$ cat config.mk
export PLATFORM = sky130hd
export DESIGN_NAME = aes_plain_byte_stream
export DESIGN_NICKNAME = d
export VERILOG_FILES = /design/src/rtl/aes_plain_byte_stream.sv
export SDC_FILE = /design/constraint.sdc
export NUM_CORES = 1
export LEC_CHECK = 0
export ABC_AREA = 1
export BUFFER_PORTS_ARGS = -buffer_cell sky130_fd_sc_hd__buf_2
export CELL_PAD_IN_SITES_DETAIL_PLACEMENT = 0
export CELL_PAD_IN_SITES_GLOBAL_PLACEMENT = 2
export CORE_ASPECT_RATIO = 0.5
export CORE_MARGIN = 5
export CORE_UTILIZATION = 42
export CTS_CLUSTER_DIAMETER = 120
export DETAILED_ROUTE_END_ITERATION = 8
export PLACE_DENSITY = 0.88
export SKIP_LAST_GASP = 1
export SLEW_MARGIN = 20
export SYNTH_ARGS = -nofsm -noshare
export SYNTH_HDL_FRONTEND = slang
export SYNTH_SLANG_ARGS = --single-unit
$ cat constraint.sdc
create_clock -name clk -period 7.4 [get_ports clk]
set_input_delay 1.48 -clock clk [delete_from_list [all_inputs] [get_ports clk]]
set_output_delay 1.48 -clock clk [all_outputs]
set_load 0.005 [all_outputs]
$ cat src/rtl/aes_plain_byte_stream.sv
// Byte-stream back end for the pipelined AES-128 decryptor.
// Optional macro ZERO_TO_SPACE_EN maps 8'h00 bytes to 8'h20 on byte_out.
module aes_plain_byte_stream #(
    parameter int LATENCY = 20,
    parameter int DEPTH   = 4
) (
    input  logic         clk,
    input  logic         rst,
    input  logic         in_valid,
    output logic         in_ready,
    input  logic [127:0] plaintext,
    output logic [7:0]   byte_out,
    output logic         byte_valid,
    input  logic         byte_ready,
    output logic         byte_last,
    output logic [15:0]  blk_count,
    output logic         drop_err
);

    localparam int AW = $clog2(DEPTH);
    localparam int CW = AW + 1;

    typedef enum logic [0:0] {IDLE, SHIFT} state_t;

    state_t               state, state_n;
    logic [LATENCY-1:0]   vdl;
    logic [CW-1:0]        inflight;
    logic [CW-1:0]        fifo_count;
    logic [AW-1:0]        wptr, rptr;
    logic [127:0]         mem [DEPTH];
    logic [127:0]         sreg;
    logic [3:0]           idx;
    logic [CW:0]          credit_sum;
    logic                 acc, cap, empty;
    logic                 pop, adv, inc_blk;
    logic [7:0]           raw_byte;

    assign credit_sum = {1'b0, inflight} + {1'b0, fifo_count};
    assign in_ready   = credit_sum < (CW+1)'(DEPTH);
    assign acc        = in_valid & in_ready;
    assign cap        = vdl[LATENCY-1];
    assign empty      = (fifo_count == '0);

    // Valid delay line marking which decryptor output cycles hold real blocks
    generate
        if (LATENCY == 1) begin : g_vdl1
            always_ff @(posedge clk or posedge rst) begin
                if (rst) vdl <= '0;
                else     vdl <= acc;
            end
        end else begin : g_vdln
            always_ff @(posedge clk or posedge rst) begin
                if (rst) vdl <= '0;
                else     vdl <= {vdl[LATENCY-2:0], acc};
            end
        end
    endgenerate

    // Credit and occupancy counters, pointers and the sticky drop flag
    always_ff @(posedge clk or posedge rst) begin
        if (rst) begin
            inflight   <= '0;
            fifo_count <= '0;
            wptr       <= '0;
            rptr       <= '0;
            drop_err   <= 1'b0;
        end else begin
            if (acc && !cap)      inflight <= inflight + CW'(1);
            else if (!acc && cap) inflight <= inflight - CW'(1);
            if (cap && !pop)      fifo_count <= fifo_count + CW'(1);
            else if (!cap && pop) fifo_count <= fifo_count - CW'(1);
            if (cap) wptr <= wptr + AW'(1);
            if (pop) rptr <= rptr + AW'(1);
            if (in_valid && !in_ready) drop_err <= 1'b1;
        end
    end

    // Block storage, written when a tracked plaintext emerges
    always_ff @(posedge clk) begin
        if (cap) mem[wptr] <= plaintext;
    end

    // Serialiser next-state and pop/advance decisions
    always_comb begin
        state_n = state;
        pop     = 1'b0;
        adv     = 1'b0;
        inc_blk = 1'b0;
        unique case (state)
            IDLE: begin
                if (!empty) begin
                    pop     = 1'b1;
                    state_n = SHIFT;
                end
            end
            SHIFT: begin
                if (byte_ready) begin
                    if (idx == 4'd15) begin
                        inc_blk = 1'b1;
                        if (!empty) pop = 1'b1;
                        else        state_n = IDLE;
                    end else begin
                        adv = 1'b1;
                    end
                end
            end
            default: state_n = IDLE;
        endcase
    end

    // Serialiser state, shift register, byte index and block counter
    always_ff @(posedge clk or posedge rst) begin
        if (rst) begin
            state     <= IDLE;
            sreg      <= '0;
            idx       <= '0;
            blk_count <= '0;
        end else begin
            state <= state_n;
            if (pop) begin
                sreg <= mem[rptr];
                idx  <= '0;
            end else if (adv) begin
                sreg <= {sreg[119:0], 8'h00};
                idx  <= idx + 4'd1;
            end
            if (inc_blk) blk_count <= blk_count + 16'd1;
        end
    end

    assign raw_byte   = sreg[127:120];
    assign byte_valid = (state == SHIFT);
    assign byte_last  = byte_valid && (idx == 4'd15);

`ifdef ZERO_TO_SPACE_EN
    assign byte_out = !byte_valid ? 8'h00 :
                      (raw_byte == 8'h00) ? 8'h20 : raw_byte;
`else
    assign byte_out = byte_valid ? raw_byte : 8'h00;
`endif

endmodule

Yosys cells after proc, flatten, opt, wreduce, memory -nomap -nowiden

Memories as Yosys holds them, arrays and structs flattened.
Cells that the tools add are included.

Register bits after elaboration: 180
RAM bits: 512
Bits of input ports: 132
Output and inout port bits: 28
Logic and storage cells: 62
Memories: 1

Add/subtract/negate cells: 9
Magnitude comparators: 1
Equal/unequal tests: 1
Multiplexer cells: 24
Bitwise logic cells: 2
Reductions and logical operators: 14

Memory list:

| memory | depth | width | read ports | clocked after memory_dff | wr ports | line | RTL |
|---|---|---|---|---|---|---|---|
| mem    | 4     | 128   | 1          | 0                        | 1        | 30   | `logic [127:0] mem [DEPTH];` |

Operator list:

| cell                                                                 | count |
|---|---|
| 128-bit two-way mux                                                  | 2 |
| 16-bit by 1-bit adder with 16-bit output, second input constant      | 1 |
| 1-bit two-way mux                                                    | 13 |
| 3-bit two-way mux                                                    | 4 |
| 4-bit two-way mux                                                    | 2 |
| 8-bit two-way mux                                                    | 1 |
| 3-bit by 1-bit adder with 3-bit output, second input constant        | 2 |
| 1-bit logical AND                                                    | 6 |
| 2-bit nonzero test                                                   | 3 |
| 3-bit by 1-bit subtractor with 3-bit output, second input constant   | 2 |
| 2-bit by 1-bit adder with 2-bit output, second input constant        | 2 |
| 3-bit by 3-bit adder with 4-bit output                               | 1 |
| 4-bit by 1-bit adder with 4-bit output, second input constant        | 1 |
| 4-bit == test, second input constant                                 | 1 |
| 1-bit logical NOT                                                    | 4 |
| 4-bit by 3-bit < comparator with 1-bit output, second input constant | 1 |
| 1-bit case mux with 2 select lines                                   | 2 |
| 3-bit logical NOT                                                    | 1 |
| 1-bit bitwise AND                                                    | 1 |
| 1-bit NOT                                                            | 1 |

Logic depth before layout (Yosys ltp)

Depth after elaboration: 8
Depth in mapped cells: 15
Mapped depth without buffers: 13

Least setup slack after synthesis

Ideal clock, no wire load.

Path type: reg2reg
Start point: register wptr[0]
End point: memory mem[2][0] (enable)
Library setup time: 0.481 ns
Data arrival time: 3.157 ns
Required time: 6.919 ns
Path slack: 3.761 ns
Cell stages (with the launch flop): 5
Buffers on the path: 0
Clock period less this slack: 3.639 ns
Cells stage by stage: dfrtp_1 > inv_1 > ha_1 > nand2_1 > inv_1

RTL lines:

| item                     | line | RTL |
|---|---|---|
| start: declaration       | 29   | `logic [AW-1:0] wptr, rptr;` |
| start signal: assignment | 72   | `if (cap) wptr <= wptr + AW'(1);` |
| end: declaration         | 30   |  |

No word-level cell before the write port.

Worst setup path in the final report

Start point: input port byte_ready
End point: register sreg[36]

Cells in the longest elaborated chain, start to end: 3
Elaborated cells between the ends (all ways): 6
Those cells by class: 5 x mux; 1 x reduce/logical

Ends and longest elaborated chain:

| item                                                                           | line | RTL |
|---|---|---|
| start: declaration                                                             | 14   | `input logic byte_ready,` |
| 1-bit two-way mux                                                              | 97   | `if (byte_ready) begin` |
| 1-bit case mux with 2 select lines / 1-bit two-way mux (equally long branches) | 89   | `unique case (state)` |
| 128-bit two-way mux / 2-bit nonzero test (equally long branches)               | --   |  |
| end signal: assignment                                                         | 121  | `sreg <= mem[rptr];` |
| end signal: assignment                                                         | 124  | `sreg <= {sreg[119:0], 8'h00};` |
| end: declaration                                                               | 31   | `logic [127:0] sreg;` |

Several ways; a longest one is shown, not always the timed one.
A chain may end at the register's enable or synchronous reset.

==> impl_metrics.yaml <==
synth:
  syn-num-nets: 2327
  syn_area_per_cell_sq_um: 12.4
  syn_inst: 2183
  synthFlopType: "edfxtp_1"
  synthMuxAreaShare_pct: 0.0417
  synth_top_family_by_area: "simple AND/OR/NAND/NOR gates"
  synth_top_area_share_pct: 57.0
  yosys_warnings: 0
  synth-simple-area-share_pct: 14.0
  synthTopCellsByArea: "edfxtp_1, dfrtp_1, nand3_1, o21ai_0, nor2_1"
  yosysMostFrequentCell: "edfxtp_1"
  synth-compound-area-share_pct: 7.77
  yosys.area_share.xor_xnor_pct: 0.584
  synth_area_leader_cell: "edfxtp_1"
  synth_fa_ha_area_share_pct: 0.612
  async_reset_ff_share_pct: 26.0
  syn_area_sq_um: 27000
  synth_cell_type_count: 30
  synth_seq_area_share_pct: 73.6
  synth_seq_cells: 692
  synth-edff-count: 512
  synth_commonest_cells: "edfxtp_1, nand3_1, nor2_1, o21ai_0, nand2_1"
floorplanning:
  die-area_sq_um: 69700
  io_pins: 160
  fp.dieH_um: 189
  core_sq_um: 63400
  rows: 65
  initial_utilization_pct: 42.6
  die_w_um: 369
sta:
  fmax_mhz: 277
  min_period_ns: 3.61
  slew_viol_final: 0
  hold_viol: 0
  setup_viol: 0
  fin_crit_sh_pct: 48.7
  skew_ns: 0.0195
  worst_slew_pin_slew_ns: 1.07
  relSlewSlack_pct: 28.6
  tns_ns: 0
  holdWs_ns: 0.345
  rsz0062_at_grt: "false"
setup_path:
  r2r-end: "sreg[36]"
  cp-start-kind: "input port"
  critPathCaptureType: "register"
  cp_common_cell: "nand2_1"
  crit_type: "input port to register"
  ff2ff_setup_slack_ns: 3.92
  cp_max_fo: 138
  required_ns: 7.92
  path_buf_inv: 3
  cp.arrival_ns: 4.13
  critical_path.top_delay_family: "buffers and inverters"
  r2r-start: "idx[0]"
  path_cells: "buf_2 > nand2_1 > nand2_1 > nand2_8 > inv_4 > buf_4 > nand2_1 > nand3_1"
  max_stage_delay_ns: 0.85
  r2r_cells: 10
  cpMaxStageDelayCell: "buf_4"
pwr:
  vdd_drop_max_uv: 340
  power_density_nw_per_um2: 362
  total_power_mw: 10.9
  p_leak_nw: 11.2
global_routing:
  use_met1_pct: 23.9
  met3_usage_pct: 2.80
  grt_pass1_wl_um: 95900
  busiest_layer: "met2"
  overflow: 0
  use_met2_pct: 28.9
  antenna_found_initial: 12
  grt_pass1_vias: 16600
  grt_max_degree: 196
  track_usage_pct: 17.2
clocking:
  post_cts_buffers: 0
  numCtsBuffers: 60
  cts_tree: "done"
  clkLatencyLatePin_ns: 0.59
  cts_sinks: 692
  cts_max_level: 2
  clkTransAtPathRegs_ns: 0.07
  cts_resized: 0
  cts_root_buf: "clkbuf_16"
  hold_buffers: 0
  clk_path_buf_depth: 3
finish:
  syn2layout_area_growth_pct: 11.9
  drive_gt1_share_pct: 11.9
  final_cell_count_no_fill: 3158
  fin_util_pct: 47.7
  nNetsFinal: 2411
placement:
  place.gp.congestion: 0.746
  dp_hpwl_um: 32600
  place_inst: 3042
  place.port_buffers: 159
detailed_routing:
  drt_iter0_drc: 1414
  num_vias: 16900
  antenna_left: 0
  dr.pass1.iters: 7
  routedWlPerCell_um: 19.2
  vias_per_cell: 5.35
  drc: 0
  drt-total-wl_um: 60700
run:
  maxCapViolations: 0
worst_hold_path:
  worstHoldEndpoint: "vdl[2]"
  hold_start: "vdl[1]"
  min_path_cells: 0
  hp-class: "register to register"
run_status:
  outcome: "finished, final reports clean"
-- placed cells by master (no fill, tap or decap), types with 8 or more instances in the layout --
cell and n:
inv_1 31, buf_4 13, o22ai_1 113, o21ai_0 272, clkbuf_1 19, buf_2 159, nand2_1 217, nand3_1 355
clkinv_2 10, edfxtp_1 512, clkbuf_16 61, ha_1 10, dfrtp_1 178, nor2_1 291, clkinv_1 8, xor2_1 10
xnor2_1 8
-- how the worst max path moves through the flow --
stage / depth (start not counted) / to / startpoint / slack (ns)
4_1_cts: 8 / sreg[19] / byte_ready / 3.78
3_5_place_dp: 8 / sreg[36] / byte_ready / 3.14
6_report: 8 / sreg[36] / byte_ready / 3.79
3_3_place_gp: 8 / rptr[1] / byte_ready / 3.16
2_1_floorplan: 1 / blk_count[0] / rst / 1.03
5_1_grt: 8 / sreg[29] / byte_ready / 3.52
-- where the power goes --
group          internal [mW]  switching [mW]  leakage [nW]
clock                   1.72            1.37         0.923
combinational          0.788            1.79          3.25
sequential              4.87           0.386          7.00
total                   7.38            3.55          11.2
-- state kept, by name, summed over array words and instances (netlist names) --
signal,cells
blk_count,16
byte_valid,1
drop_err,1
fifo_count,3
idx,4
inflight,3
mem,512
rptr,2
sreg,128
vdl,20
wptr,2
-- per-stage QoR --
stage          instance area [sq um]  setup WS (ns)
2_1_floorplan                  27000           1.03
3_3_place_gp                   28300           3.16
3_5_place_dp                   28300           3.14
4_1_cts                        30200           3.78
5_1_grt                        30200           3.52
6_report                       30200           3.79
-- worst register-to-register path, stage by stage, from the launching register on --
cell and delay, ns:
dfrtp_1 0.40, ha_1 0.21, nand2_1 0.06, nor2_1 0.17, nand2_1 0.07, nand2_1 0.17, nand2_8 0.47, inv_4 0.68
buf_4 0.86, nand2_1 0.22, nand3_1 0.11
-- cell type report --
| class | instances | area, sq um |
|---|---|---|
| Fill cell | 5604 | 33200 |
| Sequential cell | 692 | 19900 |
| Multi-Input combinational cell | 1300 | 6230 |
| Clock buffer | 83 | 1640 |
| Tap cell | 837 | 1050 |
| Timing Repair Buffer | 173 | 913 |
| Clock inverter | 29 | 277 |
| Inverter | 40 | 193 |
| Antenna cell | 4 | 10.0 |
-- cell families after synthesis --
logic type	Yosys count
AO/OA/AOI/OAI	390
flip-flops	692
buffers and inverters	191
XOR/XNOR	18
multiplexers	1
AND/OR/NAND/NOR	879
adder cells (fa/ha/maj)	12
-- per-layer routing --
metal | up-vias | wire [um]
met2 | 305 | 29800
met4 | 14 | 887
li1 | 8029 | -
met3 | 85 | 2410
met5 | - | 74
met1 | 8474 | 27500
(Power assumes the default switching activity.)
